[src/rtl/friscv_apb_timer.sv]
// Machine timer (mtime/mtimecmp) with prescaler behind a simple request/ready
// register port. A pending compare match raises a level interrupt when enabled.
module friscv_apb_timer #(
  parameter int ADDRW = 16,
  parameter int XLEN  = 32
) (
  input  logic              aclk,
  input  logic              areset,
  input  logic              slv_en,
  input  logic              slv_wr,
  input  logic [ADDRW-1:0]  slv_addr,
  input  logic [XLEN-1:0]   slv_wdata,
  input  logic [XLEN/8-1:0] slv_strb,
  output logic [XLEN-1:0]   slv_rdata,
  output logic              slv_ready,
  output logic              timer_irq
);

  typedef enum logic [1:0] {IDLE, ACK, HOLD} state_t;

  localparam logic [ADDRW-1:0] A_CTRL   = ADDRW'(0);
  localparam logic [ADDRW-1:0] A_MT_LO  = ADDRW'(1);
  localparam logic [ADDRW-1:0] A_MT_HI  = ADDRW'(2);
  localparam logic [ADDRW-1:0] A_CMP_LO = ADDRW'(3);
  localparam logic [ADDRW-1:0] A_CMP_HI = ADDRW'(4);
  localparam logic [ADDRW-1:0] A_STATUS = ADDRW'(5);

  function automatic logic [XLEN-1:0] merge_bytes(input logic [XLEN-1:0]   old_v,
                                                  input logic [XLEN-1:0]   new_v,
                                                  input logic [XLEN/8-1:0] strb);
    logic [XLEN-1:0] r;
    r = old_v;
    for (int i = 0; i < XLEN/8; i++)
      if (strb[i]) r[i*8 +: 8] = new_v[i*8 +: 8];
    return r;
  endfunction

  state_t          state_q, state_d;
  logic            ready_q, ready_d;
  logic [XLEN-1:0] rdata_q, rdata_d;
  logic            en_q, en_d, ie_q, ie_d;
  logic [7:0]      presc_q, presc_d;
  logic [7:0]      pcnt_q, pcnt_d;
  logic [63:0]     mtime_q, mtime_d;
  logic [63:0]     cmp_q, cmp_d;
  logic            pend_q, pend_d;
  logic            irq_q, irq_d;

  logic            do_acc, do_wr, tick, cmp_hit, mtime_wr;
  logic [XLEN-1:0] ctrl_word, ctrl_new, rd_val;

  always_comb begin
    do_acc    = (state_q == IDLE) && slv_en;
    do_wr     = do_acc && slv_wr;
    ctrl_word = {16'h0, presc_q, 6'h0, ie_q, en_q};
    ctrl_new  = merge_bytes(ctrl_word, slv_wdata, slv_strb);

    en_d    = en_q;
    ie_d    = ie_q;
    presc_d = presc_q;
    if (do_wr && slv_addr == A_CTRL) begin
      en_d    = ctrl_new[0];
      ie_d    = ctrl_new[1];
      presc_d = ctrl_new[15:8];
    end

    // Prescaler runs only while enabled; a match both clears it and ticks mtime.
    tick   = en_q && (pcnt_q == presc_q);
    pcnt_d = 8'h0;
    if (en_q && !tick) pcnt_d = pcnt_q + 8'd1;

    // A software write to either mtime half takes priority over the tick.
    mtime_wr = do_wr && (slv_addr == A_MT_LO || slv_addr == A_MT_HI) && (|slv_strb);
    mtime_d  = tick ? mtime_q + 64'd1 : mtime_q;
    if (mtime_wr) begin
      mtime_d = mtime_q;
      if (slv_addr == A_MT_LO) mtime_d[31:0]  = merge_bytes(mtime_q[31:0], slv_wdata, slv_strb);
      else                     mtime_d[63:32] = merge_bytes(mtime_q[63:32], slv_wdata, slv_strb);
    end

    cmp_d = cmp_q;
    if (do_wr && slv_addr == A_CMP_LO) cmp_d[31:0]  = merge_bytes(cmp_q[31:0], slv_wdata, slv_strb);
    if (do_wr && slv_addr == A_CMP_HI) cmp_d[63:32] = merge_bytes(cmp_q[63:32], slv_wdata, slv_strb);

    cmp_hit = (mtime_q >= cmp_q);
    pend_d  = pend_q;
    if (do_wr && slv_addr == A_STATUS && slv_strb[0] && slv_wdata[0]) pend_d = 1'b0;
    if (cmp_hit) pend_d = 1'b1;

    irq_d = pend_q & ie_q;

    case (slv_addr)
      A_CTRL:   rd_val = ctrl_word;
      A_MT_LO:  rd_val = mtime_q[31:0];
      A_MT_HI:  rd_val = mtime_q[63:32];
      A_CMP_LO: rd_val = cmp_q[31:0];
      A_CMP_HI: rd_val = cmp_q[63:32];
      A_STATUS: rd_val = {31'h0, pend_q};
      default:  rd_val = '0;
    endcase

    state_d = state_q;
    ready_d = 1'b0;
    rdata_d = '0;
    case (state_q)
      IDLE: if (slv_en) begin
        state_d = ACK;
        ready_d = 1'b1;
        rdata_d = slv_wr ? '0 : rd_val;
      end
      ACK:     state_d = slv_en ? HOLD : IDLE;
      HOLD:    if (!slv_en) state_d = IDLE;
      default: state_d = IDLE;
    endcase
  end

  always_ff @(posedge aclk or posedge areset) begin
    if (areset) begin
      state_q <= IDLE;
      ready_q <= 1'b0;
      rdata_q <= '0;
      en_q    <= 1'b0;
      ie_q    <= 1'b0;
      presc_q <= 8'h0;
      pcnt_q  <= 8'h0;
      mtime_q <= 64'h0;
      cmp_q   <= 64'hFFFF_FFFF_FFFF_FFFF;
      pend_q  <= 1'b0;
      irq_q   <= 1'b0;
    end else begin
      state_q <= state_d;
      ready_q <= ready_d;
      rdata_q <= rdata_d;
      en_q    <= en_d;
      ie_q    <= ie_d;
      presc_q <= presc_d;
      pcnt_q  <= pcnt_d;
      mtime_q <= mtime_d;
      cmp_q   <= cmp_d;
      pend_q  <= pend_d;
      irq_q   <= irq_d;
    end
  end

  assign slv_ready = ready_q;
  assign slv_rdata = rdata_q;
  assign timer_irq = irq_q;

endmodule

[config.mk]
export PLATFORM = sky130hd
export DESIGN_NAME = friscv_apb_timer
export DESIGN_NICKNAME = d
export VERILOG_FILES = /design/src/rtl/friscv_apb_timer.sv
export SDC_FILE = /design/constraint.sdc
export NUM_CORES = 1
export LEC_CHECK = 0
export ABC_AREA = 1
export CORE_MARGIN = 8
export CORE_UTILIZATION = 65
export CTS_BUF_LIST = sky130_fd_sc_hd__clkbuf_8 sky130_fd_sc_hd__clkbuf_16
export DETAILED_ROUTE_END_ITERATION = 7
export PLACE_DENSITY = 0.87
export SYNTH_ARGS = -nofsm -noshare
export SYNTH_HDL_FRONTEND = slang
export SYNTH_SLANG_ARGS = --single-unit
[constraint.sdc]
create_clock -name aclk -period 9.27 [get_ports aclk]
set_clock_uncertainty 0.2 [all_clocks]
set_input_delay 0.927 -clock aclk [delete_from_list [all_inputs] [get_ports aclk]]
set_output_delay 0.927 -clock aclk [all_outputs]
set_load 0.01 [all_outputs]
==> flow_metrics.py, run 1 <==
metrics = {
    "floorplan": {
        "die_area_mm2": 0.0240,
        "start_util_pct": 66.5,
        "rows": 50,
        "pin_count": 90,
        "die_w_um": 155,
        "die_h_um": 155,
        "core_mm2": 0.0188,
    },
    "power_and_ir_drop": {
        "p_int_mw": 1.21,
        "p_leak_nw": 6.20,
        "irDropWorstVdd_v": 0.000115,
        "switching_share_pct": 24.9,
        "p_switching_mw": 0.401,
        "finalPower_mw": 1.61,
        "comb_power_share_pct": 4.2,
        "powerDensity_mw_per_mm2": 114,
        "p_clk_share_pct": 46.0,
        "p_seq_share_pct": 49.8,
    },
    "worst_setup_path": {
        "crit_path_end_kind": "register",
        "worstReg2RegStart": "mtime_q[0]$_DFFE_PP0P_",
        "r2r_cells": 14,
        "required_ps": 9430,
        "startpoint": "slv_addr[13]",
        "critPathMaxFanout": 50,
        "startpoint_type": "input port",
        "r2r_slack_ps": 5850,
        "criticalPathCategory": "in -> reg",
        "rr_endpoint": "mtime_q[34]$_DFFE_PP0P_",
        "crit_path_end": "slv_rdata[23]$_DFF_PP0_",
        "arrival_ps": 4790,
    },
    "synthesis": {
        "ys.flop_type": "dfrtp_1",
        "synthCells": 1793,
        "netlist.area_leader.share_pct": 23.8,
        "ys_ff_latch": 183,
        "syn_nets": 1915,
        "synth_area_leader_cell": "dfrtp_1",
        "synth_edf_count": 0,
        "syn_area_per_cell_um2": 6.99,
        "async_reset_ff_share_pct": 100,
        "ys_top_cells_by_area": "dfrtp_1, nand2_1, dfstp_2, nor2_1, ha_1",
        "synth_cell_types": 49,
        "synth_area_mm2": 0.0125,
        "synth_seq_area_share_pct": 37.2,
        "ys.warnings.count": 0,
    },
    "route": {
        "drtIter0Drc": 1486,
        "drtAntennaViolNets": 0,
        "drcViolationCount": 0,
        "wl_um": 40300,
        "avgViaCountPerCell": 5.85,
        "wl_per_cell_um": 18.9,
        "via_count": 12500,
        "drtPass1Iterations": 6,
    },
    "clock_network": {
        "cts_hold_buf": 0,
        "clkTransAtPathRegs_ps": 70,
        "clk_latency_ps": 440,
        "clockBufferDepth": 2,
        "cts_setup_buffers": 0,
        "ctsHtreeMaxLevel": 4,
        "root_buffer": "clkbuf_16",
        "numCtsBuffers": 17,
        "ctsResizeCount": 0,
        "cts_tree": "built",
        "cts.sinks": 183,
    },
    "sta": {
        "slew_headroom_pct": 12.4,
        "fin_crit_ps": 4630,
        "slew_violations": 0,
        "max_freq_mhz": 216,
        "tns_ps": 0,
        "finalCritPeriodShare_pct": 50.0,
        "rsz0062_at_grt": "no",
        "setup_viol": 0,
        "hold_viol_final": 0,
        "worst_slew_pin_slew_ps": 1310,
    },
    "cells_and_area": {
        "area_delta_synth_final_pct": 13.0,
        "num-fill-cells": 1518,
        "final_cell_mix": "nand2_1, nor2_1, inv_1",
        "multiInputGateArea_mm2": 0.00693,
        "final_common_cell": "nand2_1",
        "drive_above_1_share_pct": 9.58,
        "antennaDiodeCount": 0,
        "nets": 1988,
        "ff_latch_area_mm2": 0.00466,
    },
    "grt": {
        "grt_max_degree": 110,
        "overflow": 0,
        "grt.total_usage_pct": 34.4,
        "first_global_vias": 12300,
        "antenna_found_initial": 0,
        "grt_pass1_wl_um": 64600,
    },
    "run_status": {
        "outcome": "finished clean",
    },
    "placed_design": {
        "dp.final_hpwl_um": 30000,
        "io_buffer_count": 89,
        "routabilityCongestion": 1.07,
    },
    "job": {
        "cap_violations": 0,
    },
    "min_path": {
        "min_path_type": "reg -> reg",
    },
}
==> power by group through the flow <==
stage	Combinational, mW	Clock, mW	Sequential, mW
detailed placement	0.0685	0	0.816
floorplan	0.0279	0	0.816
global placement	0.0674	0	0.816
global route	0.0752	0.768	0.802
CTS	0.0687	0.743	0.802
finish	0.0679	0.741	0.802
==> synth_stat cells, types with 23 or more instances <==
cell	n
o21ai_2	34
o21ai_0	93
xor2_1	37
ha_1	66
inv_1	185
a21oi_1	35
nand2_1	646
nor3_1	33
o21ai_1	23
nand3_1	80
nor2_1	226
dfrtp_1	119
dfstp_2	64
==> worst min path at each step <==
stage,startpoint,to,slack (ps),cells past startpoint
6_report,state_q[0]$_DFFE_PP0P_,state_q[1]$_DFFE_PP0P_,260,1
5_1_grt,state_q[0]$_DFFE_PP0P_,state_q[1]$_DFFE_PP0P_,290,1
4_1_cts,state_q[0]$_DFFE_PP0P_,state_q[1]$_DFFE_PP0P_,250,1
3_5_place_dp,state_q[0]$_DFFE_PP0P_,state_q[1]$_DFFE_PP0P_,250,1
3_3_place_gp,state_q[0]$_DFFE_PP0P_,state_q[1]$_DFFE_PP0P_,220,1
2_1_floorplan,state_q[0]$_DFFE_PP0P_,state_q[1]$_DFFE_PP0P_,210,1
==> final cells by class <==
cell class                      instances  share of cell area [%]
Timing Repair Buffer                   92                    6.45
Sequential cell                       183                    32.9
Tap cell                              260                    2.30
Inverter                              197                    5.28
Multi-Input combinational cell       1375                    49.0
Clock buffer                           17                    3.01
Clock inverter                         15                    1.07
==> through the flow <==
step / hold WS [ps] / setup WS [ps] / utilization [%] / cells / cell area, µm²
6_report: 256 / 4640 / 75.2 / 2139 / 14200
5_1_grt: 286 / 4490 / 75.2 / 2139 / 14200
4_1_cts: 255 / 4790 / 75.2 / 2139 / 14200
3_5_place_dp: 246 / 4350 / 72.1 / 2107 / 13600
3_3_place_gp: 225 / 4480 / 72.1 / 2107 / 13600
2_1_floorplan: 215 / 3280 / - / 1793 / 12500
==> critical path, cell delays in order <==
cell and delay, ps:
clkdlybuf4s50_1 400, nor2_1 130, nand2_1 80, nor2_2 180, inv_2 90, nor2_4 970
nand3_2 860, inv_2 680, nand2_1 160, nor3b_1 180, nor2_1 130
==> registers in the layout, indices dropped and copies added (netlist names) <==
name and count:
cmp_q 64, ie_q 1, slv_rdata 32, timer_irq 1, en_q 1, slv_ready 1
presc_q 8, pcnt_q 8, state_q 2, mtime_q 64, pend_q 1
==> logic make-up (layout without fill, tap and decap cells) <==
family | Yosys count | after routing | share of synthesized area (%)
xor gates and xnor gates | 53 | 53 | 3.71
DFF | 183 | 183 | 37.2
buffers and inverters | 235 | 321 | 7.49
AOI/OAI and AO/OA | 197 | 197 | 9.20
adders and majority gates | 66 | 66 | 6.59
and+or+nand+nor | 1059 | 1059 | 35.8
==> routing by layer <==
layer  track usage, %  vias to the layer above  wire (µm)
met5                0                        -          0
met4             15.7                        0       1610
met3             6.63                      127       3900
met2             54.7                      715      18500
met1             44.9                     5858      16300
li1                 -                     5818          -
Note: power is estimated with default switching activity, not from simulation.
==> run 2, diff against run 1 <==
--- a/config.mk
+++ b/config.mk
@@ -7,10 +7,10 @@
 export LEC_CHECK = 0
 export ABC_AREA = 1
 export CORE_MARGIN = 8
-export CORE_UTILIZATION = 65
+export CORE_UTILIZATION = 54
 export CTS_BUF_LIST = sky130_fd_sc_hd__clkbuf_8 sky130_fd_sc_hd__clkbuf_16
 export DETAILED_ROUTE_END_ITERATION = 7
-export PLACE_DENSITY = 0.87
+export PLACE_DENSITY = 0.77
 export SYNTH_ARGS = -nofsm -noshare
 export SYNTH_HDL_FRONTEND = slang
 export SYNTH_SLANG_ARGS = --single-unit
==> constraint.sdc (replaced) <==
create_clock -name aclk -period 3.83 [get_ports aclk]
set_clock_uncertainty 0.2 [all_clocks]
set_input_delay 0.383 -clock aclk [delete_from_list [all_inputs] [get_ports aclk]]
set_output_delay 0.383 -clock aclk [all_outputs]
set_load 0.01 [all_outputs]
==> run 2 against run 1 <==
Effect of this change: global-route usage fell by 5.6 points; design area rose by 1.3%; combinational power rose to 2.5 times the previous value; first-iteration DRC count fell by 24%; worst hold slack got worse by 17 ps; wire length rose by 0.69%; via count fell by 1.6%; sequential share of layout area fell by 0.43 points; critical endpoint is now pend_q$_DFFE_PP0P_; largest cell class unchanged; largest power group unchanged.
==> flow_metrics.py, run 2 (synthesis gave the netlist of run 1 again) <==
metrics = {
    "worst_setup_path": {
        "r2r_slack_ps": 810,
        "criticalPathCategory": "reg -> reg",
        "startpoint": "cmp_q[63]$_DFFE_PP1P_",
        "crit_path_end_kind": "register",
        "arrival_ps": 3190,
        "critPathMaxFanout": 3,
        "worstReg2RegStart": "cmp_q[63]$_DFFE_PP1P_",
        "required_ps": 4000,
        "startpoint_type": "register",
    },
    "placed_design": {
        "place_area_mm2": 0.0137,
        "pre_cts_ws_ps": 815,
        "dp.final_hpwl_um": 30900,
        "routabilityCongestion": 1.02,
        "io_buffer_count": 89,
    },
    "clock_network": {
        "ctsHtreeMaxLevel": 4,
        "cts_hold_buf": 0,
        "cts_tree": "built",
        "numCtsBuffers": 17,
        "ctsResizeCount": 0,
        "clkTransAtPathRegs_ps": 80,
        "root_buffer": "clkbuf_16",
        "clockBufferDepth": 2,
        "cts_setup_buffers": 0,
        "clk_latency_ps": 440,
        "cts.sinks": 183,
    },
    "cells_and_area": {
        "final_common_cell": "nand2_1",
        "multiInputGateArea_mm2": 0.00693,
        "area_delta_synth_final_pct": 14.5,
        "num-fill-cells": 2105,
        "utilization_pct": 63.1,
        "ff_latch_area_mm2": 0.00466,
        "antennaDiodeCount": 0,
        "drive_above_1_share_pct": 10.1,
        "final_cell_mix": "nand2_1, nor2_1, inv_1",
        "fin_area_mm2": 0.0143,
        "nets": 1998,
    },
    "route": {
        "avgViaCountPerCell": 5.67,
        "wl_um": 40600,
        "via_count": 12300,
        "drtIter0Drc": 1133,
        "wl_per_cell_um": 18.7,
        "drcViolationCount": 0,
        "drtPass1Iterations": 5,
        "drtAntennaViolNets": 0,
    },
    "floorplan": {
        "rows": 55,
        "core_mm2": 0.0227,
        "start_util_pct": 55.2,
        "die_h_um": 168,
        "pin_count": 90,
        "die_area_mm2": 0.0283,
        "die_w_um": 168,
    },
    "sta": {
        "slew_violations": 0,
        "layout_setup_ws_ps": 811,
        "max_freq_mhz": 331,
        "worst_slew_pin_slew_ps": 999,
        "whs_ps": 239,
        "finalCritPeriodShare_pct": 78.8,
        "setup_viol": 0,
        "tns_ps": 0,
        "fin_crit_ps": 3020,
        "hold_viol_final": 0,
        "slew_headroom_pct": 32.8,
        "rsz0062_at_grt": "no",
    },
    "power_and_ir_drop": {
        "irDropWorstVdd_v": 0.000280,
        "p_leak_nw": 6.27,
        "powerDensity_mw_per_mm2": 278,
    },
    "grt": {
        "overflow": 0,
        "grt_max_degree": 69,
        "grt.total_usage_pct": 28.8,
        "grt_pass1_wl_um": 64300,
        "first_global_vias": 11800,
        "antenna_found_initial": 1,
    },
    "job": {
        "cap_violations": 0,
    },
    "min_path": {
        "min_from": "state_q[0]$_DFFE_PP0P_",
        "min_path_type": "reg -> reg",
    },
    "run_status": {
        "outcome": "finished clean",
    },
}
-- run 2: cell count changes in the layout (fill, tap and decap cells not counted), sizes merged --
| cell | change |
|---|---|
| inv | -5 |
| clkinvlp | +2 |
| buf | +10 |
| clkinv | +2 |
| clkbuf | +1 |
-- run 2: final cells by class --
cell class                 count  area share (%)
timing repair buffer         102            7.15
multi-input combinational   1375            48.3
clock inverter                14            1.27
inverter                     197            5.20
clock buffer                  18            3.06
tap                          285            2.49
sequential                   183            32.5
-- run 2: worst max-delay path, stage by stage, from the launching register on --
cell	delay, ps
dfstp_2	540
inv_1	60
ha_1	290
nand2_1	120
nor4_1	880
nand4_1	450
a21oi_1	280
nor2_1	70
nand2_1	70
-- run 2: final timing paths --
check,end,cells after the start
max in group asynchronous,cmp_q[17]$_DFFE_PP1P_,3
min in group asynchronous,mtime_q[28]$_DFFE_PP0P_,2
min reg2reg,state_q[1]$_DFFE_PP0P_,1
min,state_q[1]$_DFFE_PP0P_,1
max,pend_q$_DFFE_PP0P_,8
max reg2reg,pend_q$_DFFE_PP0P_,8
-- run 2: through the flow --
| stage | cells | power (mW) |
|---|---|---|
| detailed placement | 2142 | 2.15 |
| finish | 2174 | 3.98 |
| global route | 2174 | 4.09 |
| CTS | 2174 | 4.00 |
| global placement | 2142 | 2.15 |
| floorplan | 1793 | 2.04 |
-- run 2: metal layers --
layer  wire, µm  GRT usage (%)  share of wire [%]
met1      17300           38.1                 43
met2      19000           46.9                 47
met3       3270           4.89                8.0
met5         12              0              0.030
met4       1060           9.78                2.6
-- run 2: power breakdown --
part | internal, mW | switching (mW) | total, mW
Combinational | 0.0682 | 0.105 | 0.173
Sequential | 1.94 | 0.00197 | 1.94
Clock | 0.961 | 0.905 | 1.87
==> variant, RTL diff (settings of run 2) <==
`ADDRW`: 16 -> 15.
--- a/src/rtl/friscv_apb_timer.sv
+++ b/src/rtl/friscv_apb_timer.sv
@@ -1,7 +1,7 @@
 // Machine timer (mtime/mtimecmp) with prescaler behind a simple request/ready
 // register port. A pending compare match raises a level interrupt when enabled.
 module friscv_apb_timer #(
-  parameter int ADDRW = 16,
+  parameter int ADDRW = 15,
   parameter int XLEN  = 32
 ) (
   input  logic              aclk,
Interface: changed (resized slv_addr); port bits go from 90 to 89. No check against the original RTL was run, so the function may have changed too.
==> variant against run 2 <==
Total power grew 0.29%; critical path depth up 5; setup slack gained 0.051 ns; combinational power decreased by 6%; wire length shrank 0.50%; design area down 2.4%; highest routed layer unchanged; utilization decreased by 0.77 points; sequential cell count unchanged; first-iteration DRC count is 8.5% higher; area after synthesis is 2.2% lower.
==> variant: results <==
export IMPL_outcome="finished, final reports clean"
export IMPL_global_route_usage_met2=0.459
export IMPL_grt_max_degree=139
export IMPL_num_fill_cells=2066
export IMPL_netlist_top_cells_area="sky130_fd_sc_hd__dfrtp_1, sky130_fd_sc_hd__nand2_1, sky130_fd_sc_hd__dfstp_2, sky130_fd_sc_hd__ha_1, sky130_fd_sc_hd__o21ai_0"
export IMPL_timing_hold_ws_ns=0.220
export IMPL_power_consumed_by_combinational_cells_uw=162
export IMPL_grt_pass1_vias=11600
export IMPL_design_final_nets=1963
export IMPL_final_min_period_over_clock_period=0.775
export IMPL_r2r_cells=10
export IMPL_detailedPlace_worstSlack_ns=0.504
export IMPL_globalRouteTotalUtil=0.292
export IMPL_detail_route_iter0_violations=1229
export IMPL_syn_num_nets=1883
export IMPL_critPathMaxStageDelay_ns=0.49
export IMPL_drt_wl_total_mm=40.4
export IMPL_critical_path_max_fanout=30
export IMPL_place_detailed_instances=2108
export IMPL_post_synth_most_frequent_cells="sky130_fd_sc_hd__nand2_1, sky130_fd_sc_hd__nor2_1, sky130_fd_sc_hd__inv_1"
export IMPL_area_fraction_in_compound_gates_after_synthesis=0.106
export IMPL_peakVddDrop_mv=0.269
export IMPL_power_share_combinational=0.041
export IMPL_place_congestion=0.992
export IMPL_layoutNonFillerInstCount=2140
export IMPL_post_route_cells_drive_above_1_share=0.0819
export IMPL_number_of_cells_produced_by_synthesis=1762
export IMPL_number_of_distinct_library_cell_variants_in_the_gate_level_netlist_after_synthesis=42
export IMPL_grt_pass1_wl_mm=63.9
export IMPL_place_hpwl_mm=30.8
export IMPL_detail_route_vias_per_cell=5.59
export IMPL_max_slew_margin_rel=0.479
export IMPL_grt_met3_usage=0.0560
export IMPL_routed_wl_met3_mm=3.23
variant: cell count changes in the layout (fill, tap and decap cells not counted), moves of 5 or more:
cell	run 2	this run
sky130_fd_sc_hd__a21oi_1	35	83
sky130_fd_sc_hd__nor2_1	226	178
sky130_fd_sc_hd__o21ai_0	93	141
sky130_fd_sc_hd__o21ai_2	34	1
sky130_fd_sc_hd__inv_1	184	167
sky130_fd_sc_hd__nor3b_1	12	2
sky130_fd_sc_hd__xor2_1	37	27
sky130_fd_sc_hd__xnor2_1	16	25
sky130_fd_sc_hd__nand4_1	19	13
sky130_fd_sc_hd__nand3_4	6	1
sky130_fd_sc_hd__nor3_1	33	28
variant: cell type report:
| type | instances | area share |
|---|---|---|
| multi-input combinational | 1361 | 0.479 |
| clock buffer | 18 | 0.0314 |
| inverter | 179 | 0.0486 |
| timing repair buffer | 100 | 0.0703 |
| sequential | 183 | 0.333 |
| tap | 285 | 0.0255 |
| clock inverter | 14 | 0.0128 |
